$ cat src/rtl/seg_marquee_scan.sv
// ---------------------------------------------------------------------------
// seg_marquee_scan
//   Multi-bank 7-segment scan driver with a writable character buffer and an
//   optional scrolling (marquee) presentation. The player control logic writes
//   segment patterns into the buffer, sets the message length and selects
//   static or scrolling mode. This block multiplexes the digits onto the
//   board segment/anode pins.
//
// Ports
//   i_clk       system clock
//   i_reset     asynchronous, active-low reset
//   i_en        display enable; 0 blanks every output on the next clock
//   i_scroll    0 static, 1 marquee
//   i_wr_en     buffer write strobe (one entry per cycle it is high)
//   i_wr_addr   buffer write index; indices >= MSG_DEPTH are ignored
//   i_wr_data   {dot,a,b,c,d,e,f,g} pattern to store
//   i_len_load  strobe: latch min(i_msg_len, MSG_DEPTH) as the message length
//   i_msg_len   message length in characters
//   o_seg       bank b pattern on [8b+7:8b]
//   o_an        active-high digit select, o_an[p] drives position p
//   o_disp_on   1 while enabled and driving the display
//
// Strobe semantics: i_wr_en and i_len_load are single-cycle qualifiers with no
// back-pressure; whatever is present on the data inputs at a rising edge with
// the strobe high is taken, and the effect is visible from the next cycle.
//
// All outputs are registered and reflect the scan index, offset and buffer
// contents of the previous cycle.
// ---------------------------------------------------------------------------
module seg_marquee_scan #(
    parameter  int BANKS        = 2,
    parameter  int DIG_PER_BANK = 4,
    parameter  int MSG_DEPTH    = 16,
    parameter  int REFRESH_DIV  = 200000,
    parameter  int SCROLL_DIV   = 50000000,
    localparam int ND           = BANKS * DIG_PER_BANK,
    localparam int AW           = $clog2(MSG_DEPTH),
    localparam int LW           = AW + 1
) (
    input  logic               i_clk,
    input  logic               i_reset,
    input  logic               i_en,
    input  logic               i_scroll,
    input  logic               i_wr_en,
    input  logic [AW-1:0]      i_wr_addr,
    input  logic [7:0]         i_wr_data,
    input  logic               i_len_load,
    input  logic [LW-1:0]      i_msg_len,
    output logic [8*BANKS-1:0] o_seg,
    output logic [ND-1:0]      o_an,
    output logic               o_disp_on
);

    localparam int IW = (DIG_PER_BANK > 1) ? $clog2(DIG_PER_BANK) : 1;
    localparam int RW = $clog2(REFRESH_DIV);
    localparam int CW = $clog2(SCROLL_DIV);
    // Wide enough for offset + position + message length without overflow.
    localparam int SW = $clog2(ND + 2 * MSG_DEPTH) + 1;

    logic [7:0]         r_buf [MSG_DEPTH];
    logic [LW-1:0]      r_len;
    logic [AW-1:0]      r_off;
    logic [RW-1:0]      r_rcnt;
    logic [CW-1:0]      r_scnt;
    logic [IW-1:0]      r_idx;
    logic [8*BANKS-1:0] r_seg;
    logic [ND-1:0]      r_an;
    logic               r_disp_on;

    logic               w_tick;
    logic               w_marq;
    logic               w_addr_ok;
    logic [LW-1:0]      w_len_in;
    logic [8*BANKS-1:0] w_seg;
    logic [ND-1:0]      w_an;

    assign w_tick   = (r_rcnt == RW'(REFRESH_DIV - 1));
    // Scrolling only makes sense when the text is longer than the display.
    assign w_marq   = i_scroll && (SW'(r_len) > SW'(ND));
    assign w_len_in = (i_msg_len > LW'(MSG_DEPTH)) ? LW'(MSG_DEPTH) : i_msg_len;

    generate
        if ((2 ** AW) == MSG_DEPTH) begin : g_addr_full
            assign w_addr_ok = 1'b1;
        end else begin : g_addr_part
            assign w_addr_ok = (i_wr_addr < AW'(MSG_DEPTH));
        end
    endgenerate

    // Refresh divider and scan index run regardless of i_en so the scan
    // phase is continuous across blanking.
    always_ff @(posedge i_clk or negedge i_reset) begin
        if (!i_reset) begin
            r_rcnt <= '0;
            r_idx  <= '0;
        end else begin
            if (w_tick) begin
                r_rcnt <= '0;
                r_idx  <= (r_idx == IW'(DIG_PER_BANK - 1)) ? '0 : r_idx + 1'b1;
            end else begin
                r_rcnt <= r_rcnt + 1'b1;
            end
        end
    end

    // Message length, scroll divider and marquee offset. A length load wins
    // over a scroll step in the same cycle; leaving marquee mode (scroll low
    // or short text) parks the offset and divider at 0 so the next marquee
    // start is aligned.
    always_ff @(posedge i_clk or negedge i_reset) begin
        if (!i_reset) begin
            r_len  <= '0;
            r_off  <= '0;
            r_scnt <= '0;
        end else if (i_len_load) begin
            r_len  <= w_len_in;
            r_off  <= '0;
            r_scnt <= '0;
        end else if (!w_marq) begin
            r_off  <= '0;
            r_scnt <= '0;
        end else if (r_scnt == CW'(SCROLL_DIV - 1)) begin
            r_scnt <= '0;
            r_off  <= ({1'b0, r_off} + LW'(1) == r_len) ? '0 : r_off + 1'b1;
        end else begin
            r_scnt <= r_scnt + 1'b1;
        end
    end

    // Character buffer. Display reads below use the pre-edge contents, so a
    // same-cycle write to the entry being shown returns the old value.
    always_ff @(posedge i_clk or negedge i_reset) begin
        if (!i_reset) begin
            for (int i = 0; i < MSG_DEPTH; i++) begin
                r_buf[i] <= '0;
            end
        end else if (i_wr_en && w_addr_ok) begin
            r_buf[i_wr_addr] <= i_wr_data;
        end
    end

    // Per-bank character selection and anode pattern.
    always_comb begin
        logic [SW-1:0] w_pos;
        logic [SW-1:0] w_sum;
        w_seg = '0;
        w_an  = '0;
        w_pos = '0;
        w_sum = '0;
        for (int b = 0; b < BANKS; b++) begin
            w_pos = SW'(b * DIG_PER_BANK) + SW'(r_idx);
            w_sum = SW'(r_off) + w_pos;
            // In marquee mode len > ND and offset < len, so offset+pos is
            // below 2*len and a single conditional subtract is the modulo.
            if (w_sum >= SW'(r_len)) begin
                w_sum = w_sum - SW'(r_len);
            end
            if (r_len == '0) begin
                w_seg[8*b +: 8] = 8'h00;
            end else if (w_marq) begin
                w_seg[8*b +: 8] = r_buf[w_sum[AW-1:0]];
            end else if (w_pos < SW'(r_len)) begin
                w_seg[8*b +: 8] = r_buf[w_pos[AW-1:0]];
            end
        end
        for (int q = 0; q < ND; q++) begin
            w_an[q] = (IW'(q % DIG_PER_BANK) == r_idx);
        end
    end

    always_ff @(posedge i_clk or negedge i_reset) begin
        if (!i_reset) begin
            r_seg     <= '0;
            r_an      <= '0;
            r_disp_on <= 1'b0;
        end else if (i_en) begin
            r_seg     <= w_seg;
            r_an      <= w_an;
            r_disp_on <= 1'b1;
        end else begin
            r_seg     <= '0;
            r_an      <= '0;
            r_disp_on <= 1'b0;
        end
    end

    assign o_seg     = r_seg;
    assign o_an      = r_an;
    assign o_disp_on = r_disp_on;

endmodule

$ cat config.mk
export PLATFORM = sky130hd
export DESIGN_NAME = seg_marquee_scan
export DESIGN_NICKNAME = d
export VERILOG_FILES = /design/src/rtl/seg_marquee_scan.sv
export SDC_FILE = /design/constraint.sdc
export NUM_CORES = 1
export LEC_CHECK = 0
export CAP_MARGIN = 20
export CORE_ASPECT_RATIO = 1.25
export CORE_MARGIN = 3
export CORE_UTILIZATION = 49
export CTS_BUF_LIST = sky130_fd_sc_hd__clkbuf_2 sky130_fd_sc_hd__clkbuf_4 sky130_fd_sc_hd__clkbuf_8
export DETAILED_ROUTE_END_ITERATION = 12
export PLACE_DENSITY = 0.69
export SLEW_MARGIN = 40
export SYNTH_ARGS = -nofsm -noshare
export SYNTH_HDL_FRONTEND = slang
export SYNTH_SLANG_ARGS = --single-unit
$ cat constraint.sdc
create_clock -name i_clk -period 7.8 [get_ports i_clk]
set_clock_uncertainty 0.15 [all_clocks]
set_input_delay 1.56 -clock i_clk [delete_from_list [all_inputs] [get_ports i_clk]]
set_output_delay 1.56 -clock i_clk [all_outputs]
set_load 0.03 [all_outputs]
# After elaboration in Yosys (flattened, before gate mapping)
# Index checks and enable logic that the tools add are counted.
totals:
  register_bits: 208
  out_inout_bits: 25
  word_cells: 99
op_classes:
  n_addsub: 10
  order_cmp: 12
  n_eq_ne: 8
  mux: 36
  bitwise: 5
  reduce_logical: 4
ops:
  columns: ["operator", "count"]
  rows:
  - ["$bmux W8 S4", 4]
  - ["$bwmux W128", 1]
  - ["$mux W8", 16]
  - ["$mux W26", 3]
  - ["$demux W8 S4", 1]
  - ["$add A26 B1 Y26 const B", 1]
  - ["$eq A26 B26 Y1 const B", 1]
  - ["$ge A5 B5 Y1 const B", 5]
  - ["$mux W4", 6]
  - ["$not A4 Y5", 4]
  - ["$add A18 B1 Y18 const B", 1]
  - ["$eq A18 B18 Y1 const B", 1]
  - ["$mux W18", 1]
  - ["$mux W16", 1]
  - ["$ge A5 B5 Y1", 2]
  - ["$sub A4 B4 Y4", 2]
  - ["$add A4 B1 Y5 const B", 1]
  - ["$add A4 B2 Y5", 1]
  - ["$add A4 B4 Y5", 1]
  - ["$eq A5 B5 Y1", 1]
  - ["$gt A5 B4 Y1 const B", 1]
  - ["$gt A5 B5 Y1 const B", 1]
  - ["$logic_not A5 Y1", 1]
  - ["$lt A2 B5 Y1", 1]
  - ["other kinds (15)", 17]

# Longest topological paths before layout
# Gate-level depths: netlist of run 1.
depth:
  ltp_word: 11
  depth_mapped: 16

# Least setup slack after synthesis of run 1
# OpenSTA, ideal clock, no wires.
synth_timing:
  kind: "reg-to-reg"
  from: "reg r_off[0]"
  to: "reg r_seg[10] (netlist: o_seg[10])"
  t_arrival_ps: 3424
  required_ps: 7526
  setup_slack_ps: 4102
  path_stages_with_launch: 15
  path_buffers: 1
  period_less_slack_ps: 3698
  path_cell_list: "dfrtp_1 > ha_1 > fa_1 > xor2_1 > inv_1 > ha_1 > o21a_1 > o31a_1 > o31a_4 > or4_1 > o21ai_2 > buf_6 > nand3_1 > a31oi_1 > nor3_1"
synth_via:
  elab_chain_len: 10
  elab_cells_between_ends: 11
synth_rtl:
  columns: ["item", "line", "rtl"]
  rows:
  - ["from (decl)", "62", "logic [AW-1:0] r_off;"]
  - ["from (signal assigned)", "124", "r_off <= ({1'b0, r_off} + LW'(1) == r_len) ? '0 : r_off + 1'b1;"]
  - ["$add A4 B4 Y5 (*)", "152", "w_sum = SW'(r_off) + w_pos;"]
  - ["$sub A4 B4 Y4 / $ge A5 B5 Y1 (equally long branches)", "156, 155", null]
  - ["$mux W4 (*)", "155", "if (w_sum >= SW'(r_len)) begin"]
  - ["$not A4 Y5 (implied by the code) (*)", "161", "w_seg[8*b +: 8] = r_buf[w_sum[AW-1:0]];"]
  - ["$bmux W8 S4 (*)", "161", null]
  - ["$mux W8 (implied by the code) (*) (2 in series)", "161", null]
  - ["$mux W8 (*)", "160", "end else if (w_marq) begin"]
  - ["$mux W8 (*)", "158", "if (r_len == '0) begin"]
  - ["$mux W16 (*)", "176", "end else if (i_en) begin"]
  - ["to (signal assigned)", "177", "r_seg <= w_seg;"]
  - ["to (decl)", "66", "logic [8*BANKS-1:0] r_seg;"]
# Mark *: on every way between the ends. The rest lies on a longest branch, timed or not. The select of a mux whose other input is x is not followed.
# A chain may end at the register's enable or synchronous reset.

# Worst setup path after layout of run 1
layout_timing:
  from: "reg r_idx[1]"
  to: "reg r_seg[10] (netlist: o_seg[10])"
layout_via:
  elab_chain_len: 11
  elab_cells_between_ends: 18
layout_rtl:
  columns: ["item", "line", "rtl"]
  rows:
  - ["from (decl)", "65", "logic [IW-1:0] r_idx;"]
  - ["from (signal assigned)", "99", "r_idx <= (r_idx == IW'(DIG_PER_BANK - 1)) ? '0 : r_idx + 1'b1;"]
  - ["$add A3 B2 Y4 (*)", "151", "w_pos = SW'(b * DIG_PER_BANK) + SW'(r_idx);"]
  - ["$add A4 B4 Y5", "152", null]
  - ["$sub A4 B4 Y4 / $ge A5 B5 Y1 (equally long branches)", "156, 155", null]
  - ["$mux W4", "155", null]
  - ["$not A4 Y5 (implied by the code)", "161", null]
  - ["$bmux W8 S4", "161", null]
  - ["$mux W8 (implied by the code) (2 in series)", "161", null]
  - ["$mux W8 (*)", "160", null]
  - ["$mux W8 (*)", "158", null]
  - ["$mux W16 (*)", "176", null]
# Marked as above.

==> results of run 1 <==
-- per-stage QoR --
stage                     hold slack (ps)  instance area (um2)  cells
after floorplan                       274                11600   1120
after global placement                285                12200   1403
after detailed placement              304                12300   1403
after CTS                             312                13000   1463
after global routing                  329                13000   1463
final                                 309                13000   1463
-- path summary, 6_finish.rpt --
kind                                 startpoint                    end  slack [ps]
setup / recovery           r_idx[1]$_DFFE_PN0N_    o_seg[10]$_DFF_PN0_        3110
hold / removal              r_scnt[0]$_DFF_PN0_    r_scnt[0]$_DFF_PN0_         310
setup reg to reg           r_idx[1]$_DFFE_PN0N_    o_seg[10]$_DFF_PN0_        3110
hold reg to reg             r_scnt[0]$_DFF_PN0_    r_scnt[0]$_DFF_PN0_         310
max in group asynchronous               i_reset  r_buf[11]$_DFFE_PN0P_        5590
min in group asynchronous               i_reset   r_scnt[23]$_DFF_PN0_         860
-- sequential cells by signal (all words and copies together) (netlist names) --
signal     count
o_an           4
o_disp_on      1
o_seg         16
r_buf        128
r_idx          2
r_len          5
r_off          4
r_rcnt        18
r_scnt        26
-- layer usage --
metal  part of all wire, %  vias to the layer above  routed length (um)
li1                      -                     4056                   -
met1                    40                     4441               11900
met5                     0                        -                   0
met4                   4.9                        0                1460
met3                   4.8                      101                1430
met2                    50                      296               15100
-- power breakdown --
| group | leakage, nW | internal, mW | total, mW | switching [mW] |
|---|---|---|---|---|
| registers | 2.60 | 1.23 | 1.40 | 0.170 |
| logic | 2.34 | 0.318 | 0.635 | 0.317 |
| clock network | 0.383 | 0.575 | 1.01 | 0.433 |
| total | 5.32 | 2.12 | 3.04 | 0.920 |
-- cell usage in the layout (no fill, tap or decap), types with 5 or more instances in the layout --
cell and count:
or3_1 7, dfrtp_1 203, nor2b_1 27, ha_1 18, inv_1 19, clkdlybuf4s50_1 46, and2_1 7, nand2_1 180
mux2i_1 62, nor3_1 13, clkbuf_4 7, nor2_2 10, xnor2_1 16, nor2_1 61, o22ai_1 10, mux2_2 129
and3_1 11, nand3_1 56, nand2b_1 6, a21oi_1 24, clkbuf_8 45, nand4_1 9, o21ai_0 35, mux4_2 18
clkinv_2 5, xor2_1 30, a32oi_1 31, a31oi_1 19, nor4_2 7, buf_4 9
-- logic make-up after synthesis --
family	after synthesis	share of synthesized area (%)
compound gates	142	8.34
xor+xnor	46	3.47
buf+inv	82	3.52
flops	204	44.0
mux	212	21.7
simple gates	414	16.7
fa+ha+maj	20	2.28
-- final cells by class --
cell class	count	area [um2]
clock buffers	51	658
inverters	19	71.3
well taps	288	360
fillers	2030	10100
multi-input cells	834	6180
clock inverters	9	77.6
flip-flops and latches	204	5110
repair buffers	58	564
==> impl_metrics.toml, run 1 <==
[status]
status = "completed"

[cts]
cts_sinks = 204
cts_buffer_depth = 3
cts_htree_levels = 2
post_cts_buffers = 0
cts_tree = "done"
cts_resized = 0
clk_latency_ps = 540
clk_pin_slew_ps = 60
hold_buffers = 0
cts_buffers = 36
clock-root-buffer = "clkbuf_8"

[sta]
setup_violations = 0
tightestPinTransition_ps = 829
fin_tns_setup_ps = 0
max_freq_mhz = 213
min_period_over_period_pct = 60.1
fin_ws_ps = 3110
slew_headroom_pct = 44.5
slew_viol_final = 0
min_period_ps = 4690
rsz0062_at_grt = "no"
hold_viol = 0

[synth]
yosysTopAreaCell = "dfrtp_1"
post_synth.cell_area_avg_um2 = 10.4
synthesis.nets = 1163
synth_cell_types = 56
synth_top_area_share_pct = 44.0
yosysMostFrequentCell = "dfrtp_1"
ys_async_sr_fraction_pct = 100
ys_top_cells_by_count = "dfrtp_1 (204), nand2_1 (180), mux2_2 (129), nor2_1 (70), mux2i_1 (62)"
ys_top_cells_by_area = "dfrtp_1 (44%), mux2_2 (13%), nand2_1 (5.8%)"
syn_inst = 1120
synth-edff-count = 0
yosys_warnings = 0
ys_seq_area_share_pct = 44.0
ys.flop_type = "dfrtp_1"
netlist_area_mm2 = 0.0116
ys_ff_latch = 204

[setup_path]
r2r_cells = 13
cp_common_cell = "o21a_1"
worst-path-max-fanout = 48
cp.depth = 13
crit_buf_inv = 2
cp_cell_sequence = "fa_1 > xor2_1 > inv_1 > ha_1 > o21a_1 > o31a_1 > o41ai_1 > o21a_1 > buf_4 > nand2_1 > a32oi_1 > a31oi_1 > nor3_1"
critical_path.top_delay_family = "compound AO/OA/AOI/OAI gates"
cp_slowest_cell = "dfrtp_2"
max_stage_delay_ps = 640
endpoint_kind = "register"
worstSetupPathType = "register to register"
start_kind = "register"
arrival_ps = 4970
crit_required_ps = 8090

[pwr]
power.total_mw = 3.04
peakVddDrop_uv = 168
power.density_mw_per_mm2 = 234
p_leak_nw = 5.32

[floorplanning]
fp.coreArea_mm2 = 0.0231
fp.dieW_um = 144
dieArea_mm2 = 0.0256
row_count = 62
die_h_um = 178
start_util_pct = 50.2
io-pin-count = 48

[finish]
diodes = 0
syn_to_final_growth_pct = 12.1
drive_gt1_share_pct = 21.4
fin_nets = 1196
final_util_pct = 56.3

[place]
pre_cts_slack_ps = 3120
place_congestion = 0.884
hpwl_um = 20300
io_buffer_count = 47

[drt]
num_vias = 8894
drc = 0
drt-total-wl_um = 29800
ant_nets = 0
wl_per_cell_um = 20.4
routed_via_density = 6.08
first_pass_iters = 7
dr.first_iter.drc_count = 688

[hold_path]
min_path_cells = 1
hold_path_class = "register to register"

[grt]
use_met3_pct = 3.97
grt_usage_pct = 24.0
met1_usage_pct = 29.7
grt_pass1_wl_um = 48700
grt_pass1_vias = 9269
busiest_layer = "met2"
grt_antenna_before_repair = 0
grt_max_degree = 73
grt.overflow.total = 0
use_met2_pct = 40.8

[job]
cap_violations = 0
Note: power is estimated with default switching activity, not from simulation.
==> inputs of run 2 (changes only) <==
- clock period: 7.8 -> 4.6 ns (I/O delays scaled with it)
==> impl_metrics.toml, run 2 (synthesized netlist as in run 1, its figures left out) <==
[status]
status = "completed"

[job]
cap_violations = 0

[setup_path]
worstSetupPathType = "register to register"
arrival_ps = 4740
worst-path-max-fanout = 33
crit_required_ps = 4830
start_kind = "register"
cp_slowest_cell = "o22ai_1"
max_stage_delay_ps = 530
cp_cell_sequence = "ha_1 > fa_1 > xor2_1 > buf_4 > ha_1 > a21o_1 > a31oi_1 > o21a_1 > mux2i_2 > buf_4 > nand2_1 > o22ai_1 > nor4_2"
endpoint_kind = "register"

[floorplanning]
io-pin-count = 48
start_util_pct = 50.2
die_h_um = 178
fp.coreArea_mm2 = 0.0231
fp.dieW_um = 144
dieArea_mm2 = 0.0256
row_count = 62

[finish]
top_regs = "r_buf: 128 flops, r_scnt: 26 flops, r_rcnt: 18 flops"
fin_nets = 1201
layout_commonest_cell = "dfrtp_1"
final_cells = 1464
layout.cells.most_common_list = "dfrtp_1 (204), nand2_1 (180), mux2_2 (129)"
regMostFlops = "r_buf"
diodes = 0
drive_gt1_share_pct = 21.7
nFillCells = 2017
syn_to_final_growth_pct = 12.5
largest_register_ffs = 128

[pwr]
pwr-share-clk_pct = 32.3
p_int_mw = 3.56
p_leak_nw = 5.35
power.density_mw_per_mm2 = 392
peakVddDrop_uv = 229
switching_share_pct = 30.5
p_switching_mw = 1.56
p_comb_share_pct = 21.3
seq_power_share_pct = 46.4

[cts]
clk_pin_slew_ps = 60
cts_sinks = 204
cts_buffers = 36
cts_resized = 0
post_cts_buffers = 0
cts_buffer_depth = 3
cts_tree = "done"
clk_latency_ps = 540
cts_htree_levels = 2
hold_buffers = 0
clock-root-buffer = "clkbuf_8"

[grt]
use_met2_pct = 42.0
grt_usage_pct = 24.6
grt_pass1_wl_um = 48900
met1_usage_pct = 30.2
busiest_layer = "met2"
grt_pass1_vias = 9043
grt_max_degree = 90
use_met3_pct = 4.59
grt.overflow.total = 0
grt_antenna_before_repair = 0

[sta]
fin_tns_setup_ps = 0
slew_headroom_pct = 46.1
hold_viol = 0
min_period_ps = 4510
setup_violations = 0
max_freq_mhz = 222
tightestPinTransition_ps = 809
slew_viol_final = 0
rsz0062_at_grt = "yes"
min_period_over_period_pct = 98.1

[drt]
drc = 0
wl_per_cell_um = 21.1
num_vias = 8991
drt-total-wl_um = 30900
ant_nets = 0
routed_via_density = 6.14
first_pass_iters = 5
dr.first_iter.drc_count = 540

[place]
place_congestion = 0.896
numPlacedInstances = 1408
io_buffer_count = 47
hpwl_um = 20900

[hold_path]
hold_path_class = "primary input to asynchronous set/reset pin"
run 2: changes by cell type in the layout (fill, tap and decap cells not counted), sizes merged:
cell / change
buf: +5
clkbuf: +1
bufinv: -1
inv: +1
clkinvlp: -2
clkinv: -3
run 2: power groups by stage:
stage                     Clock (mW)  Sequential (mW)  Combinational (mW)
after floorplan                    0             2.32               0.783
after global routing            1.78             2.40                1.20
after CTS                       1.69             2.37                1.09
after detailed placement           0             2.40                1.08
after global placement             0             2.39                1.05
final                           1.65             2.38                1.09
run 2: per-layer routing:
layer  vias to the layer above  routed length [um]  share of wire, %
li1                       4073                   -                 -
met5                         -                   0                 0
met3                        79                1860               6.0
met2                       324               15400                50
met4                         0                1390               4.5
met1                      4515               12300                40
run 2: final timing paths:
| check | startpoint | end | slack, ps | depth (start not counted) |
|---|---|---|---|---|
| setup / recovery | r_off[0]$_DFFE_PN0P_ | o_seg[1]$_DFF_PN0_ | 90 | 13 |
| hold / removal | i_reset | r_len[1]$_DFFE_PN0P_ | 280 | 1 |
| setup reg to reg | r_off[0]$_DFFE_PN0P_ | o_seg[1]$_DFF_PN0_ | 90 | 13 |
| hold reg to reg | r_scnt[0]$_DFF_PN0_ | r_scnt[0]$_DFF_PN0_ | 300 | 1 |
| max in group asynchronous | i_reset | r_buf[91]$_DFFE_PN0P_ | 3050 | 2 |
| min in group i_clk | r_scnt[0]$_DFF_PN0_ | r_scnt[0]$_DFF_PN0_ | 300 | 1 |
run 2: worst max-delay path, delay by kind of cell, from the launching register on:
family	cells	cell delay [ps]
compound gates	4	1270
simple gates	2	510
mux	1	220
fa+ha+maj	3	1010
xor+xnor	1	190
flops	1	440
buf+inv	2	560
run 2: through the flow:
stage	hold WS (ps)	area (um2)	power [mW]	utilization, %	setup slack [ps]
2_1_floorplan	274	11600	3.10	-	902
3_3_place_gp	287	12300	3.44	53.3	328
3_5_place_dp	300	12300	3.48	53.4	257
4_1_cts	307	13000	5.15	56.4	269
5_1_grt	322	13100	5.38	56.5	-70.8
6_report	285	13100	5.12	56.5	87.4
run 2: final cells by class:
cell class	count	area, um2	share of cell area [%]
multi-input cells	834	6190	47.3
repair buffers	63	644	4.93
clock inverters	4	26.3	0.201
clock buffers	52	672	5.14
well taps	288	360	2.76
flip-flops and latches	204	5100	39.1
inverters	19	71.3	0.546
==> inputs of run 3 (changes only) <==
- SKIP_CTS_REPAIR_TIMING: unset -> 1
- SLEW_MARGIN: 40 -> 20
==> impl_metrics.toml, run 3 (synthesized netlist as in run 1, its figures left out) <==
[cts]
cts_tree = "done"
cts_htree_levels = 2
cts_sinks = 204
cts_buffer_depth = 3
clk_latency_ps = 540
cts_buffers = 36
clk_pin_slew_ps = 60
clock-root-buffer = "clkbuf_8"

[finish]
final_util_pct = 56.3
fin_nets = 1201
diodes = 0
layout_commonest_cell = "dfrtp_1"
nFillCells = 2021
syn_to_final_growth_pct = 12.1
largest_register_ffs = 128
layout.cells.most_common_list = "dfrtp_1 (204), nand2_1 (180), mux2_2 (129)"
regMostFlops = "r_buf"
drive_gt1_share_pct = 20.9
top_regs = "r_buf: 128 flops, r_scnt: 26 flops, r_rcnt: 18 flops"

[sta]
rsz0062_at_grt = "no"
setup_violations = 0
fin_tns_setup_ps = 0
slew_viol_final = 0
slew_headroom_pct = 26.5
fin_ws_ps = 253
hold_viol = 0
min_period_ps = 4350
max_freq_mhz = 230
min_period_over_period_pct = 94.5
tightestPinTransition_ps = 1100

[setup_path]
crit_required_ps = 4860
r2r_slack_ps = 250
arrival_ps = 4610
r2r_cells = 13
crit_buf_inv = 2
worstSetupPathType = "register to register"
start_kind = "register"
endpoint_kind = "register"
cp_cell_sequence = "ha_1 > fa_1 > xor2_1 > buf_4 > ha_1 > a21o_1 > a31oi_1 > o21a_1 > mux2i_2 > buf_4 > nand2_1 > o22ai_1 > nor4_2"
r2r-end = "o_seg[6]$_DFF_PN0_"
critical_path.top_delay_family = "compound AO/OA/AOI/OAI gates"
worstReg2RegStart = "r_off[0]$_DFFE_PN0P_"
cp_slowest_cell = "dfrtp_1"
max_stage_delay_ps = 440
crit_start = "r_off[0]$_DFFE_PN0P_"
worst-path-max-fanout = 33

[drt]
routed_via_density = 6.14
wl_per_cell_um = 21.1
num_vias = 8999
drt-total-wl_um = 31000
ant_nets = 0
drc = 0
dr.first_iter.drc_count = 573
first_pass_iters = 5

[floorplanning]
row_count = 62
io-pin-count = 48
fp.coreArea_mm2 = 0.0231
dieArea_mm2 = 0.0256
start_util_pct = 50.2
die_h_um = 178
fp.dieW_um = 144

[grt]
grt_antenna_before_repair = 0
grt_pass1_wl_um = 49500
grt.overflow.total = 0
grt_usage_pct = 24.9
grt_pass1_vias = 9097
grt_max_degree = 90

[job]
cap_violations = 0

[pwr]
peakVddDrop_uv = 252
p_leak_nw = 5.35
power.density_mw_per_mm2 = 392

[place]
pre_cts_slack_ps = 272
hpwl_um = 20900
place_congestion = 0.896
io_buffer_count = 47

[status]
status = "completed"

[hold_path]
hold_path_class = "primary input to asynchronous set/reset pin"
==> run 3: metal layers <==
layer / share of wire (%) / up-vias / GRT usage [%]
met5: 0 / - / 0
met4: 4.7 / 0 / 12.5
met3: 5.2 / 90 / 4.34
met2: 50 / 310 / 41.6
met1: 40 / 4529 / 30.9
li1: - / 4070 / -
==> run 3: worst max-delay path by stage <==
stage          slack (ps)  depth (start not counted)                  end
2_1_floorplan         900                         14  o_seg[10]$_DFF_PN0_
3_3_place_gp          330                         13   o_seg[4]$_DFF_PN0_
3_5_place_dp          270                         13   o_seg[4]$_DFF_PN0_
4_1_cts               270                         13   o_seg[4]$_DFF_PN0_
5_1_grt                30                         13   o_seg[6]$_DFF_PN0_
6_report              250                         13   o_seg[6]$_DFF_PN0_
==> run 3: worst reg2reg max path, delay by kind of cell (launching register included) <==
kind	cells	cell delay, ps
AOI/OAI and AO/OA	4	1160
adders and majority gates	3	1010
buffers and inverters	2	560
and+or+nand+nor	2	500
DFF	1	440
muxes	1	220
xor gates and xnor gates	1	190
==> run 3: area by class of cell <==
type                    count  area, um2  share of cell area, %
clock inverters             5       31.3                  0.240
clock buffers              52        653                   5.02
well taps                 288        360                   2.77
multi-input cells         834       6150                   47.3
inverters                  19       71.3                  0.548
flip-flops and latches    204       5100                   39.2
repair buffers             63        644                   4.95
==> run 3: power by group <==
part           internal (mW)  switching, mW
Clock                  0.905          0.741
Combinational          0.547          0.537
Sequential              2.08          0.293
==> run 3: stage by stage <==
step | hold WS [ps] | power, mW | instances | area [um2]
after detailed placement | 300 | 3.48 | 1408 | 12300
after global routing | 326 | 5.37 | 1465 | 13000
final | 281 | 5.11 | 1465 | 13000
after global placement | 287 | 3.44 | 1408 | 12300
after floorplan | 274 | 3.10 | 1120 | 11600
after CTS | 307 | 5.14 | 1465 | 13000
